$ cat config.mk
export PLATFORM = sky130hd
export DESIGN_NAME = fnd_share_arbiter
export DESIGN_NICKNAME = d
export VERILOG_FILES = /design/src/rtl/fnd_pkg.sv /design/src/rtl/fnd_seg_encoder.sv /design/src/rtl/fnd_share_arbiter.sv
export SDC_FILE = /design/constraint.sdc
export NUM_CORES = 1
export LEC_CHECK = 0
export CAP_MARGIN = 20
export CORE_MARGIN = 1.5
export CORE_UTILIZATION = 58
export CTS_CLUSTER_SIZE = 10
export DETAILED_ROUTE_END_ITERATION = 12
export PLACE_DENSITY = 0.92
export SLEW_MARGIN = 20
export SYNTH_ARGS = -nofsm -noshare
export SYNTH_HDL_FRONTEND = slang
export SYNTH_HIERARCHICAL = 1
export SYNTH_SLANG_ARGS = --single-unit
$ cat constraint.sdc
create_clock -name clk -period 8 [get_ports clk]
set_input_delay 2 -clock clk [delete_from_list [all_inputs] [get_ports clk]]
set_output_delay 2 -clock clk [all_outputs]
set_load 0.05 [all_outputs]
$ cat src/rtl/fnd_pkg.sv
// Shared types and constants for the FND sharing block: FSM states, client ids and segment codes.
package fnd_pkg;

    typedef enum logic [1:0] {
        ST_IDLE,
        ST_MANUAL,
        ST_AUTO,
        ST_PREEMPT
    } fnd_state_e;

    localparam logic [1:0] CL_SW    = 2'd0;
    localparam logic [1:0] CL_WATCH = 2'd1;
    localparam logic [1:0] CL_ALERT = 2'd2;
    localparam logic [1:0] CL_NONE  = 2'd3;
    localparam logic [1:0] SW_AUTO  = 2'd3;

    localparam logic [7:0] SEG_BLANK = 8'hFF;
    localparam logic [7:0] SEG_DASH  = 8'hBF;

    // Common-anode codes with dp off; entry [15] is leftmost.
    localparam logic [15:0][7:0] SEG_LUT = {
        SEG_DASH, SEG_DASH, SEG_DASH, SEG_DASH, SEG_DASH, SEG_DASH,
        8'h90, 8'h80, 8'hF8, 8'h82, 8'h92, 8'h99, 8'hB0, 8'hA4, 8'hF9, 8'hC0
    };

    function automatic logic [2:0] client_onehot(input logic [1:0] c);
        return (c == CL_NONE) ? 3'b000 : (3'b001 << c);
    endfunction

endpackage

$ cat src/rtl/fnd_seg_encoder.sv
// Combinational BCD + dp to active-low 8-bit segment pattern, with a forced-blank input.
module fnd_seg_encoder
    import fnd_pkg::*;
(
    input  logic [3:0] bcd,
    input  logic       dp,
    input  logic       blank,
    output logic [7:0] seg
);

    always_comb begin
        if (blank) seg = SEG_BLANK;
        else       seg = {~dp, SEG_LUT[bcd][6:0]};
    end

endmodule

$ cat src/rtl/fnd_share_arbiter.sv
// Shares one 4-digit FND between stopwatch, watch and sensor/alert clients with tear-free commits.
// Optional macro FND_BLANK_LEADING_ZERO_EN blanks leading zero digits of the displayed client.
module fnd_share_arbiter
    import fnd_pkg::*;
#(
    parameter int CLK_HZ    = 100_000_000,
    parameter int SCAN_HZ   = 1000,
    parameter int ROTATE_MS = 2000,
    parameter int HOLD_MS   = 3000
) (
    input  logic        clk,
    input  logic        rst,
    input  logic [1:0]  sw_owner,
    input  logic [2:0]  req,
    input  logic        alert,
    input  logic [47:0] digits,
    input  logic [11:0] dp,
    output logic [2:0]  grant,
    output logic [3:0]  fnd_com,
    output logic [7:0]  fnd_data
);

    localparam int SCAN_DIV = CLK_HZ / SCAN_HZ;
    localparam int MS_DIV   = CLK_HZ / 1000;
    localparam int SCAN_W   = (SCAN_DIV > 1) ? $clog2(SCAN_DIV) : 1;
    localparam int MS_W     = (MS_DIV > 1) ? $clog2(MS_DIV) : 1;
    localparam int ROT_W    = (ROTATE_MS > 1) ? $clog2(ROTATE_MS) : 1;
    localparam int HOLD_W   = $clog2(HOLD_MS + 1);

    logic [SCAN_W-1:0] scan_cnt;
    logic [MS_W-1:0]   ms_cnt;
    logic              scan_tick;
    logic              ms_tick;

    fnd_state_e        state;
    logic [1:0]        tgt;
    logic [ROT_W-1:0]  rot_cnt;
    logic [HOLD_W-1:0] hold_cnt;
    logic              alert_q;
    logic              alert_rise;
    fnd_state_e        entry_state;
    logic [1:0]        entry_tgt;

    logic [1:0]        idx;
    logic [1:0]        idx_nxt;
    logic [1:0]        owner;
    logic [1:0]        disp_client;
    logic [15:0]       client_digits;
    logic [3:0]        client_dp;
    logic [3:0]        lead_blank;
    logic [3:0]        cur_bcd;
    logic              cur_dp;
    logic [7:0]        seg_out;

    // Next requesting client after cur, ascending with wrap; CL_NONE as cur yields the lowest.
    function automatic logic [1:0] next_req(input logic [1:0] cur, input logic [2:0] r);
        logic [1:0] c;
        logic [1:0] res;
        res = CL_NONE;
        c   = cur;
        for (int k = 0; k < 3; k++) begin
            c = (c == 2'd2) ? 2'd0 : c + 2'd1;
            if (res == CL_NONE && r[c]) res = c;
        end
        return res;
    endfunction

    assign scan_tick  = (scan_cnt == SCAN_W'(SCAN_DIV - 1));
    assign ms_tick    = (ms_cnt == MS_W'(MS_DIV - 1));
    assign alert_rise = alert & ~alert_q;

    always_ff @(posedge clk or posedge rst) begin
        if (rst) begin
            scan_cnt <= '0;
            ms_cnt   <= '0;
        end else begin
            scan_cnt <= scan_tick ? '0 : scan_cnt + SCAN_W'(1);
            ms_cnt   <= ms_tick ? '0 : ms_cnt + MS_W'(1);
        end
    end

    always_comb begin
        if (sw_owner == SW_AUTO) begin
            entry_state = ST_AUTO;
            entry_tgt   = next_req(CL_NONE, req);
        end else begin
            entry_state = ST_MANUAL;
            entry_tgt   = req[sw_owner] ? sw_owner : CL_NONE;
        end
    end

    // Ownership FSM: tgt is the pending owner, committed by the scan stage at frame boundaries.
    always_ff @(posedge clk or posedge rst) begin
        if (rst) begin
            state    <= ST_IDLE;
            tgt      <= CL_NONE;
            rot_cnt  <= '0;
            hold_cnt <= '0;
            alert_q  <= 1'b0;
        end else begin
            alert_q <= alert;
            if (alert_rise) begin
                state    <= ST_PREEMPT;
                tgt      <= CL_ALERT;
                hold_cnt <= HOLD_W'(HOLD_MS);
                rot_cnt  <= '0;
            end else begin
                case (state)
                    ST_IDLE, ST_MANUAL: begin
                        state   <= entry_state;
                        tgt     <= entry_tgt;
                        rot_cnt <= '0;
                    end
                    ST_AUTO: begin
                        if (sw_owner != SW_AUTO) begin
                            state   <= entry_state;
                            tgt     <= entry_tgt;
                            rot_cnt <= '0;
                        end else if (req == 3'b000) begin
                            tgt     <= CL_NONE;
                            rot_cnt <= '0;
                        end else if (tgt == CL_NONE || !req[tgt]) begin
                            tgt     <= next_req(tgt, req);
                            rot_cnt <= '0;
                        end else if (ms_tick) begin
                            if (rot_cnt == ROT_W'(ROTATE_MS - 1)) begin
                                tgt     <= next_req(tgt, req);
                                rot_cnt <= '0;
                            end else begin
                                rot_cnt <= rot_cnt + ROT_W'(1);
                            end
                        end
                    end
                    ST_PREEMPT: begin
                        if (hold_cnt == '0) begin
                            state   <= entry_state;
                            tgt     <= entry_tgt;
                            rot_cnt <= '0;
                        end else if (ms_tick) begin
                            hold_cnt <= hold_cnt - HOLD_W'(1);
                        end
                    end
                endcase
            end
        end
    end

    assign idx_nxt     = idx + 2'd1;
    assign disp_client = (idx == 2'd3) ? tgt : owner;

    always_comb begin
        case (disp_client)
            CL_SW: begin
                client_digits = digits[15:0];
                client_dp     = dp[3:0];
            end
            CL_WATCH: begin
                client_digits = digits[31:16];
                client_dp     = dp[7:4];
            end
            CL_ALERT: begin
                client_digits = digits[47:32];
                client_dp     = dp[11:8];
            end
            default: begin
                client_digits = '0;
                client_dp     = '0;
            end
        endcase
    end

`ifdef FND_BLANK_LEADING_ZERO_EN
    always_comb begin
        lead_blank    = 4'b0000;
        lead_blank[3] = (client_digits[15:12] == 4'd0) && !client_dp[3];
        lead_blank[2] = lead_blank[3] && (client_digits[11:8] == 4'd0) && !client_dp[2];
        lead_blank[1] = lead_blank[2] && (client_digits[7:4] == 4'd0) && !client_dp[1];
    end
`else
    assign lead_blank = 4'b0000;
`endif

    assign cur_bcd = client_digits[{idx_nxt, 2'b00} +: 4];
    assign cur_dp  = client_dp[idx_nxt];

    fnd_seg_encoder u_seg_encoder (
        .bcd   (cur_bcd),
        .dp    (cur_dp),
        .blank (lead_blank[idx_nxt]),
        .seg   (seg_out)
    );

    // Scan stage: owner only changes on the 3->0 wrap so a frame never mixes clients.
    always_ff @(posedge clk or posedge rst) begin
        if (rst) begin
            idx      <= 2'd0;
            owner    <= CL_NONE;
            grant    <= 3'b000;
            fnd_com  <= 4'hF;
            fnd_data <= SEG_BLANK;
        end else begin
            if (scan_tick) idx <= idx_nxt;
            if (tgt == CL_NONE) begin
                owner    <= CL_NONE;
                grant    <= 3'b000;
                fnd_com  <= 4'hF;
                fnd_data <= SEG_BLANK;
            end else if (scan_tick) begin
                if (idx == 2'd3) begin
                    owner    <= tgt;
                    grant    <= client_onehot(tgt);
                    fnd_com  <= 4'b1110;
                    fnd_data <= seg_out;
                end else if (owner != CL_NONE) begin
                    fnd_com  <= ~(4'b0001 << idx_nxt);
                    fnd_data <= seg_out;
                end
            end
        end
    end

endmodule

==> qor.yml <==
die:
  die_h_microns: 95.4
  die_x_microns: 95.4
  die_area_sq_um: 9090
  num_io_pins: 83
  start_util_pct: 59.9
  number_of_rows_in_the_core_area: 33
  core-area_sq_um: 8260
min_path:
  hold-path-cell-count: 1
  whs_endpoint: "rot_cnt[10]"
  worst_hold_startpoint: "rot_cnt[10]"
  classification_of_the_worst_slack_hold_path: "reg -> reg"
finish:
  layout.filler_cells: 548
  layout_commonest_cell: "clkdlybuf4s50_1"
  areaGrowthSynthToFinish_pct: 21.8
  commonest_cells_after_routing_fill_and_taps_aside: "clkdlybuf4s50_1 (82), dfrtp_1 (65), nand2_1 (61), o21ai_0 (38), nor2_1 (33)"
  layout.cell_area.non_filler_sq_um: 6020
  post_route_cells_drive_above_1_share_pct: 9.60
  finalNetCount: 671
  antenna_cells: 0
  layout.area.seq_sq_um: 2050
  multi_input_comb_area_sq_um: 2760
cts:
  cts_buffer_depth: 2
  cts_max_level: 3
  clock_latency_ns: 0.35
  cts_tree: "done"
  cts.reportedPaths.clkPinSlew_ns: 0.09
  ctsRootBufferMaster: "clkbuf_8"
  post_cts.repair.setup_buffers: 0
  cts_buffers: 9
  hold_buffers: 0
  numClockSinks: 81
  post_cts.resized_instances: 0
worst_setup_path:
  critical_path_peak_fanout: 14
  cp_data_required_time_ns: 8.23
  crit-reg2reg-capture: "fnd_data[3]"
  slowest_delay_ns: 0.71
  endpoint_class_of_the_critical_path: "flop"
  critical_path.reg2reg.startpoint: "idx[0]"
  worst-endpoint-arrival_ns: 4.46
  crit_path_cell_trace: "clkdlybuf4s50_1 > and4b_1 > nand4_1 > nor2_1 > nand2_1 > o41ai_1"
  highest_delay_cell_along_the_critical_path: "nor2_1"
  ff2ff_setup_slack_ns: 4.19
  crit_path_start_kind: "input pin"
  worstRegToRegCells: 12
  critical_path_class: "in -> reg"
synthesis:
  yosys_most_used_dff: "dfrtp_1"
  count_of_flip_flops_with_a_built_in_enable_after_synthesis: 0
  synth.area.top_cells: "dfrtp_1 (33%), dfstp_2 (8.5%), mux2i_1 (5.3%), nand2_1 (4.6%), xnor2_1 (3.9%)"
  synth_async_sr_flop_share_pct: 100
  synth_top_cell_area_share_pct: 32.9
  synth_sequential_area_ratio_pct: 41.4
  yosys_warnings: 6
  synth_top_cell_by_area: "dfrtp_1"
  synth.lib_cells_used.distinct: 66
  synth-seq-cells: 81
  mapped_area_sq_um: 4950
  syn-instance-count: 512
  synth.avg_cell_area_sq_um: 9.66
global_route:
  global_route_wire_length_before_repair_microns: 19100
  grt_pass1_vias: 4226
  antenna_found_initial: 0
  total_routing_usage_gr_pct: 27.2
  gr-total-overflow: 0
  grt_start_max_net_pins: 82
outcome:
  outcome: "completed"
sta:
  tightest_slew_ns: 0.989
  grt_setup_unrepaired: "no"
  fmaxAchievable_mhz: 236
  setup_total_negative_slack_ns: 0
  setup_ws_ns: 3.77
  final-hold-violation-count: 0
  clock_skew_ns: 0.0163
  fin_crit_ns: 4.23
  slew_viol_final: 0
  worst_case_headroom_to_the_max_slew_limit_pct: 32.7
  post-route-period-util_pct: 52.9
  timing.hold.ws_ns: 0.468
  final-setup-viol-count: 0
power_and_ir_drop:
  peak_supply_drop_uv: 67.6
  leakagePower_nw: 2.34
  totalPowerFinal_uw: 791
  powerDensity_nw_per_um2: 131
placement:
  pre_cts_slack_ns: 3.46
  dpl-instance-area_sq_um: 5830
  place_congestion: 0.931
  buffer_ports.inserted: 82
  dp_hpwl_microns: 8320
drt:
  post-route-drc-count: 0
  routed_via_density: 6.09
  final_antenna_net_count: 0
  drt_pass1_iterations: 4
  drtIter0Drc: 191
  wl_per_cell_microns: 16.3
  route.final.wire_length_microns: 11400
  route.vias.total: 4258
flow_run:
  cap_violations: 0
-- sequential cells by signal (all words and copies together) (netlist names) --
register and cells:
scan_cnt 17, hold_cnt 12, owner 2, ms_cnt 17, state 2, rot_cnt 11, idx 2, tgt 2
fnd_data 8, fnd_com 4, grant 3, alert_q 1
-- where the power goes --
part	switching [mW]	internal, mW	total, mW
registers	0.00687	0.413	0.420
logic	0.0329	0.0406	0.0735
clock network	0.145	0.153	0.298
total	0.185	0.607	0.791
-- worst max-delay path by stage --
stage / start / cells after the start / end / slack, ns
after CTS: sw_owner[1] / 6 / rot_cnt[4] / 3.84
after floorplan: rst / 1 / alert_q / 3.95
after detailed placement: sw_owner[1] / 6 / rot_cnt[4] / 3.46
after global placement: sw_owner[1] / 6 / rot_cnt[4] / 3.71
final: sw_owner[1] / 6 / rot_cnt[4] / 3.77
after global routing: sw_owner[1] / 6 / rot_cnt[4] / 3.61
-- final cells by class --
type                    count  share of cell area [%]
multi-input cells         397                    45.8
clock inverters             3                   0.706
inverters                  16                   0.997
well taps                 105                    2.18
repair buffers             84                    13.9
clock buffers              13                    2.47
flip-flops and latches     81                    34.0
-- critical path: cells and delay by family --
| family | cells | cell delay [ns] |
|---|---|---|
| AO/OA/AOI/OAI | 1 | 0.46 |
| AND/OR/NAND/NOR | 4 | 1.45 |
| buffers and inverters | 1 | 0.55 |
-- cells by family after synthesis --
| logic type | count (synthesis) | share of synthesized area, % |
|---|---|---|
| flip-flops | 81 | 41.4 |
| adder cells (fa/ha/maj) | 14 | 3.54 |
| other | 1 | 0.0758 |
| buffers and inverters | 39 | 3.59 |
| XOR/XNOR | 39 | 6.90 |
| AO/OA/AOI/OAI | 94 | 12.2 |
| AND/OR/NAND/NOR | 208 | 23.7 |
| multiplexers | 36 | 8.67 |
-- synth_stat cells (all sizes together) (2+ instances only) --
| library cell | count |
|---|---|
| xnor2 | 22 |
| o211ai | 7 |
| o21ai | 38 |
| ha | 14 |
| xor2 | 17 |
| mux2i | 26 |
| nand4b | 7 |
| and2 | 7 |
| nand3 | 26 |
| clkbuf | 13 |
| buf | 10 |
| a21oi | 12 |
| inv | 15 |
| a2bb2oi | 4 |
| mux2 | 5 |
| nor4b | 2 |
| nor2b | 3 |
| nand4 | 10 |
| o31ai | 3 |
| or3b | 3 |
| mux4 | 5 |
| o21bai | 2 |
| a21o | 2 |
| a22o | 2 |
| nor4 | 10 |
| and4b | 3 |
| o22a | 8 |
| and3 | 6 |
| dfrtp | 65 |
| nand3b | 4 |
| nor2 | 33 |
| nand2 | 62 |
| a31oi | 2 |
| or3 | 5 |
| nor3 | 12 |
| dfstp | 16 |
| nand2b | 6 |
| a211oi | 4 |
| o22ai | 2 |
| and4 | 4 |
-- through the flow --
stage	std cells	utilization, %
after CTS	699	72.9
after floorplan	517	-
after detailed placement	683	70.6
after global placement	683	70.6
final	699	73.0
after global routing	699	73.0
-- per-layer routing --
layer / track usage, % / share of wire, %
met1: 33.0 / 41
met2: 46.0 / 49
met3: 4.78 / 6.4
met4: 13.9 / 3.0
met5: 0 / 0
Power figures use the tool's default switching activity.
